[src/rtl/instr_encoder.sv]
// instr_encoder: assembles mnemonic requests into 16-bit words and streams them into instruction memory
module instr_encoder #(
  parameter int ADDR_W = 8
) (
  input  logic              clk,
  input  logic              reset,
  input  logic              start,
  input  logic [ADDR_W-1:0] base_addr,
  input  logic              in_valid,
  output logic              in_ready,
  input  logic [4:0]        op_sel,
  input  logic [3:0]        r_dest,
  input  logic [3:0]        r_src,
  input  logic [15:0]       imm_in,
  output logic              mem_we,
  output logic [ADDR_W-1:0] mem_addr,
  output logic [15:0]       mem_wdata,
  output logic [ADDR_W:0]   word_count,
  output logic              err,
  output logic [1:0]        err_code
);
  typedef enum logic [1:0] {IDLE, WR1, WR2} state_t;
  state_t state, state_nx;
  logic [15:0] w1, w2, enc1, enc2;
  logic exp_r, expand, rng_bad, ill, sp_bad, acc, rej, good, sx, zx, err_r;
  logic [1:0] code, code_r;
  logic [ADDR_W-1:0] addr;
  logic [ADDR_W:0] free, free_eff, cnt;
  assign sx = (&imm_in[15:7]) | ~(|imm_in[15:7]);
  assign zx = ~(|imm_in[15:8]);
  always_comb begin
    enc1 = '0;
    enc2 = '0;
    expand = 1'b0;
    rng_bad = 1'b0;
    ill = 1'b0;
    case (op_sel)
      5'd0:  enc1 = {4'b0000, r_dest, 4'b0101, r_src};
      5'd1:  enc1 = {4'b0000, r_dest, 4'b1001, r_src};
      5'd2:  enc1 = {4'b0000, r_dest, 4'b1110, r_src};
      5'd3:  enc1 = {4'b0000, r_dest, 4'b0010, r_src};
      5'd4:  enc1 = {4'b0000, r_dest, 4'b1011, r_src};
      5'd5:  enc1 = {4'b0000, r_dest, 4'b0001, r_src};
      5'd6:  enc1 = {4'b0000, r_dest, 4'b0011, r_src};
      5'd7:  enc1 = {4'b0000, r_dest, 4'b1101, r_src};
      5'd8:  enc1 = {4'b1000, r_dest, 4'b0100, r_src};
      5'd9:  enc1 = {4'b1000, r_dest, 4'b0110, r_src};
      5'd10: begin enc1 = {4'b0101, r_dest, imm_in[7:0]}; rng_bad = !sx; end
      5'd11: begin enc1 = {4'b1001, r_dest, imm_in[7:0]}; rng_bad = !sx; end
      5'd12: begin enc1 = {4'b1110, r_dest, imm_in[7:0]}; rng_bad = !sx; end
      5'd13: begin enc1 = {4'b1011, r_dest, imm_in[7:0]}; rng_bad = !sx; end
      5'd14: begin enc1 = {4'b0001, r_dest, imm_in[7:0]}; rng_bad = !zx; end
      5'd15: begin enc1 = {4'b0010, r_dest, imm_in[7:0]}; rng_bad = !zx; end
      5'd16: begin enc1 = {4'b0011, r_dest, imm_in[7:0]}; rng_bad = !zx; end
      5'd17: begin
        expand = !zx;
        enc1 = zx ? {4'b1101, r_dest, imm_in[7:0]} : {4'b1111, r_dest, imm_in[15:8]};
        enc2 = {4'b0010, r_dest, imm_in[7:0]};
      end
      5'd18: begin enc1 = {4'b1111, r_dest, imm_in[7:0]}; rng_bad = !zx; end
      5'd19: enc1 = {4'b0100, r_src, 4'b0000, r_dest};
      5'd20: enc1 = {4'b0100, r_src, 4'b0100, r_dest};
      5'd21: enc1 = {4'b0100, r_dest, 4'b1100, r_src};
      5'd22: enc1 = {4'b0100, r_dest, 4'b1000, r_src};
      5'd23: begin enc1 = {4'b1100, r_dest, imm_in[7:0]}; rng_bad = !sx; end
      default: ill = 1'b1;
    endcase
  end
  assign mem_we = !reset && !start && (state == WR1 || state == WR2);
  assign in_ready = !reset && !start && !(state == WR1 && exp_r);
  // space is judged after the write retiring this cycle
  assign free_eff = free - (ADDR_W+1)'(mem_we);
  assign sp_bad = (free_eff == '0) || (expand && free_eff == (ADDR_W+1)'(1));
  assign acc = in_valid && in_ready;
  assign rej = ill || rng_bad || sp_bad;
  assign good = acc && !rej;
  assign code = ill ? 2'b10 : rng_bad ? 2'b01 : 2'b11;
  always_comb state_nx = start ? IDLE : (state == WR1 && exp_r) ? WR2 : good ? WR1 : IDLE;
  always_ff @(posedge clk) begin
    if (reset) begin
      state <= IDLE;
      addr <= '0;
      free <= {1'b1, {ADDR_W{1'b0}}};
      cnt <= '0;
      err_r <= 1'b0;
      code_r <= 2'b00;
      exp_r <= 1'b0;
      w1 <= '0;
      w2 <= '0;
    end else begin
      state <= state_nx;
      if (start) begin
        addr <= base_addr;
        free <= {1'b1, {ADDR_W{1'b0}}} - {1'b0, base_addr};
        cnt <= '0;
        err_r <= 1'b0;
        code_r <= 2'b00;
      end else begin
        if (mem_we) begin
          addr <= addr + ADDR_W'(1);
          free <= free - (ADDR_W+1)'(1);
          cnt <= cnt + (ADDR_W+1)'(1);
        end
        if (acc && rej) begin
          err_r <= 1'b1;
          if (!err_r) code_r <= code;
        end
      end
      if (good) begin
        w1 <= enc1;
        w2 <= enc2;
        exp_r <= expand;
      end
    end
  end
  assign mem_wdata = mem_we ? ((state == WR2) ? w2 : w1) : '0;
  assign mem_addr = reset ? '0 : addr;
  assign word_count = reset ? '0 : cnt;
  assign err = !reset && err_r;
  assign err_code = reset ? 2'b00 : code_r;
endmodule

[config.mk]
export PLATFORM = sky130hd
export DESIGN_NAME = instr_encoder
export DESIGN_NICKNAME = d
export VERILOG_FILES = /design/src/rtl/instr_encoder.sv
export SDC_FILE = /design/constraint.sdc
export NUM_CORES = 1
export LEC_CHECK = 0
export BUFFER_PORTS_ARGS = -buffer_cell sky130_fd_sc_hd__buf_2
export CAP_MARGIN = 20
export CORE_AREA = 2 2 93 95
export CTS_BUF_LIST = sky130_fd_sc_hd__clkbuf_16
export DETAILED_ROUTE_END_ITERATION = 6
export DIE_AREA = 0 0 95 97
export PLACE_DENSITY_LB_ADDON = 0.2
export REMOVE_ABC_BUFFERS = 1
export SLEW_MARGIN = 10
export SYNTH_ARGS = -nofsm -noshare
export SYNTH_HDL_FRONTEND = slang
export SYNTH_SLANG_ARGS = --single-unit
[constraint.sdc]
create_clock -name clk -period 3.97 [get_ports clk]
set_input_delay 0.1985 -clock clk [delete_from_list [all_inputs] [get_ports clk]]
set_output_delay 0.1985 -clock clk [all_outputs]
set_load 0.01 [all_outputs]
==> flow_metrics.py <==
metrics = {
    "drt": {
        "ant_nets": 0,
        "drt-initial-drc-count": 234,
        "wl_per_cell_um": 15.62,
        "vias_per_cell": 5.780,
        "route.final.wire_length_um": 10360,
        "drtPass1Iterations": 5,
        "drc": 0,
        "overall_via_count_from_detail_route": 3832,
    },
    "die": {
        "rows": 33,
        "core_um2": 8134,
        "initial_core_util_pct": 48.78,
        "floorplan.die.width_um": 95,
        "floorplan.io_pins": 79,
        "chipHeight_um": 97,
        "die-area_um2": 9215,
    },
    "grt": {
        "antenna_violations_before_repair": 0,
        "grt_start_max_net_pins": 48,
        "grt_pass1_vias": 3569,
        "globalRouteOverflowTotal": 0,
        "grt_first_pass_wirelength_um": 16930,
        "grtUsageTotal_pct": 22.43,
    },
    "pwr": {
        "maximum_vdd_ir_drop_uv": 270.8,
        "power.density_nw_per_um2": 354.7,
        "post-layout-total-power_uw": 1648,
        "p_leak_uw": 0.001785,
    },
    "finish": {
        "layoutNonFillerInstCount": 663,
        "n_antenna_cell": 0,
        "highest_count_cells_in_the_layout_ignoring_fill_and_taps": "78 x sky130_fd_sc_hd__buf_2, 61 x sky130_fd_sc_hd__dfxtp_1, 55 x sky130_fd_sc_hd__nor2_1",
        "final_common_cell": "sky130_fd_sc_hd__buf_2",
        "drive_gt1_share_pct": 21.86,
        "filler_cell_count": 755,
        "layout_stage_area_growth_over_the_synthesis_result_pct": 17.12,
        "final_stage_net_count": 602,
    },
    "timing": {
        "max_freq_ghz": 0.3057,
        "final_hold_viol_count": 0,
        "timing_worst_slew_pin_value_ns": 0.9380,
        "rsz0062_at_grt": "false",
        "timing.final.max_slew_violations": 0,
        "final_period_minus_worst_setup_slack_ns": 3.271,
        "totalNegativeSetupSlack_ns": 0,
        "final.period_utilization_pct": 82.40,
        "fin_skew_ns": 0.003125,
        "max_slew_margin_pct": 37.46,
        "timing.final.ws_setup_ns": 0.6987,
        "final-setup-viol-count": 0,
    },
    "synthesis": {
        "count_of_flip_flops_with_a_built_in_enable_after_synthesis": 0,
        "syn-instance-count": 497,
        "syn-cell-area_um2": 3968,
        "yosysWarnings": 0,
        "avg_synthesized_cell_area_um2": 7.983,
        "synth_sequential_area_ratio_pct": 30.78,
        "synth_async_sr_flop_share_pct": 0,
        "post_synth_num_cell_types": 58,
        "most_used_flip_flop_cell_after_synthesis": "sky130_fd_sc_hd__dfxtp_1",
        "synth_seq_cells": 61,
    },
    "clock_network": {
        "cts.root.buffer_cell": "sky130_fd_sc_hd__clkbuf_16",
        "cts_tree": "yes",
        "clkSlewWorstSetupHoldPaths_ns": 0.05,
        "cts_setup_buffers": 0,
        "cts_buffers": 9,
        "htree_num_levels": 3,
        "post_cts_resized": 0,
        "ctsHoldBuffers": 0,
        "clock_latency_ns": 0.32,
        "cts.path.max_buffers": 2,
        "clock_sinks": 61,
    },
    "placement": {
        "place_congestion": 0.9002,
        "post-place-ws_ns": 0.7232,
        "number_of_placed_instances_taps_included": 647,
        "dp.final_hpwl_um": 7341,
        "buffer_ports.inserted": 78,
    },
    "worst_setup_path": {
        "cp_slowest_stage_delay_ns": 0.37,
        "crit_path_top_delay_cell": "sky130_fd_sc_hd__nor4b_1",
        "arrival_ns": 3.51,
        "cp-start-kind": "flip-flop",
        "path_cells": "inv_1, ha_1, or3_1, inv_1, ha_1, ha_1, nor4b_1, mux2i_1, o2111a_2, o2111a_4, nor2_4, a211oi_1",
        "worstPathMaxFanout": 17,
        "critical_path_data_required_time_ns": 4.21,
        "critPathCaptureType": "flip-flop",
        "timing.critical_path.buf_inv": 2,
        "setup.worst_path.class": "reg -> reg",
        "critical-path-top-cell-by-count": "sky130_fd_sc_hd__ha_1",
        "cpLargestDelayFamily": "simple AND/OR/NAND/NOR gates",
    },
    "min_path": {
        "timing.hold.worst.class": "in -> reg",
    },
    "job": {
        "maxCapViolations": 0,
    },
    "run_status": {
        "outcome": "finished, final reports clean",
    },
}
==> power by group <==
group	switching [uW]	internal, uW	leakage [uW]
sequential	23.6	634	0.000497
combinational	149	96.9	0.00114
clock	269	476	0.000145
total	441	1210	0.00178
==> cell usage after synthesis, types with 5 or more instances <==
| cell | n | area (um2) |
|---|---|---|
| sky130_fd_sc_hd__dfxtp_1 | 61 | 1221 |
| sky130_fd_sc_hd__nor2_1 | 55 | 206.5 |
| sky130_fd_sc_hd__a21oi_1 | 52 | 260.3 |
| sky130_fd_sc_hd__nor2b_1 | 27 | 168.9 |
| sky130_fd_sc_hd__nand2_1 | 25 | 93.84 |
| sky130_fd_sc_hd__clkbuf_1 | 22 | 82.58 |
| sky130_fd_sc_hd__a211oi_1 | 19 | 142.6 |
| sky130_fd_sc_hd__xor2_1 | 16 | 140.1 |
| sky130_fd_sc_hd__mux2i_1 | 15 | 150.1 |
| sky130_fd_sc_hd__nand4_1 | 15 | 93.84 |
| sky130_fd_sc_hd__o21ai_0 | 14 | 70.07 |
| sky130_fd_sc_hd__xnor2_1 | 14 | 122.6 |
| sky130_fd_sc_hd__nand3_1 | 13 | 65.06 |
| sky130_fd_sc_hd__buf_2 | 12 | 60.06 |
| sky130_fd_sc_hd__inv_1 | 11 | 41.29 |
| sky130_fd_sc_hd__o21ai_1 | 11 | 55.05 |
| sky130_fd_sc_hd__a211oi_2 | 10 | 125.1 |
| sky130_fd_sc_hd__nand2b_1 | 10 | 62.56 |
| sky130_fd_sc_hd__ha_1 | 8 | 100.1 |
| sky130_fd_sc_hd__or3_1 | 7 | 43.79 |
| sky130_fd_sc_hd__a22oi_1 | 5 | 37.54 |
| sky130_fd_sc_hd__nor3b_1 | 5 | 37.54 |
| sky130_fd_sc_hd__o22ai_1 | 5 | 31.28 |
==> metrics by stage <==
step | utilization [%] | area (um2) | hold WS (ns)
floorplan | - | 3784 | 0.2631
global placement | 53.64 | 4363 | 0.4640
detailed placement | 53.64 | 4363 | 0.4718
CTS | 57.13 | 4647 | 0.1511
global route | 57.13 | 4647 | 0.1670
finish | 57.13 | 4647 | 0.1561
==> kinds of logic (layout without fill, tap and decap cells) <==
group / Yosys count / in the layout / synth area share (%)
AOI/OAI and AO/OA: 150 / 150 / 26.18
DFF: 61 / 61 / 30.78
and+or+nand+nor: 182 / 182 / 24.44
adders and majority gates: 8 / 8 / 2.523
buffers and inverters: 51 / 112 / 5.677
xor gates and xnor gates: 30 / 30 / 6.622
muxes: 15 / 15 / 3.784
==> area by class of cell <==
cell class              instances  area, um2  area share [%]
clock buffers                   9      225.2           4.847
flip-flops and latches         61       1221           26.28
clock inverters                 7      58.81           1.265
well taps                     105      131.4           2.827
repair buffers                 85      442.9           9.532
multi-input cells             385       2526           54.36
inverters                      11      41.29          0.8885
==> tightest hold or removal path, cell delays in order <==
cell	delay, ns
sky130_fd_sc_hd__buf_2	0.10
sky130_fd_sc_hd__nand4_1	0.06
sky130_fd_sc_hd__a21oi_1	0.06
==> worst paths after layout <==
check / from / to / slack, ns / depth (start not counted)
setup / recovery: state[0]$_SDFF_PN0_ / w1[2]$_SDFFE_PP0P_ / 0.70 / 12
hold / removal: imm_in[2] / w2[2]$_SDFFE_PP0P_ / 0.16 / 3
setup reg to reg: state[0]$_SDFF_PN0_ / w1[2]$_SDFFE_PP0P_ / 0.70 / 12
hold reg to reg: w2[10]$_SDFFE_PP0P_ / w2[10]$_SDFFE_PP0P_ / 0.48 / 2
==> per-layer routing <==
metal	track usage (%)	part of all wire [%]	up-vias
met5	0	0	-
met4	4.682	1.1	0
met3	5.296	6.6	10
met2	36.33	48	138
met1	30.31	44	1773
li1	-	-	1911
==> state kept, by name (all words and copies together) (netlist names) <==
register  count
addr          8
state         2
w1           16
exp_r         1
code_r        2
cnt           9
free          9
w2           13
err_r         1
No activity file was read; power rests on OpenSTA's default activity.
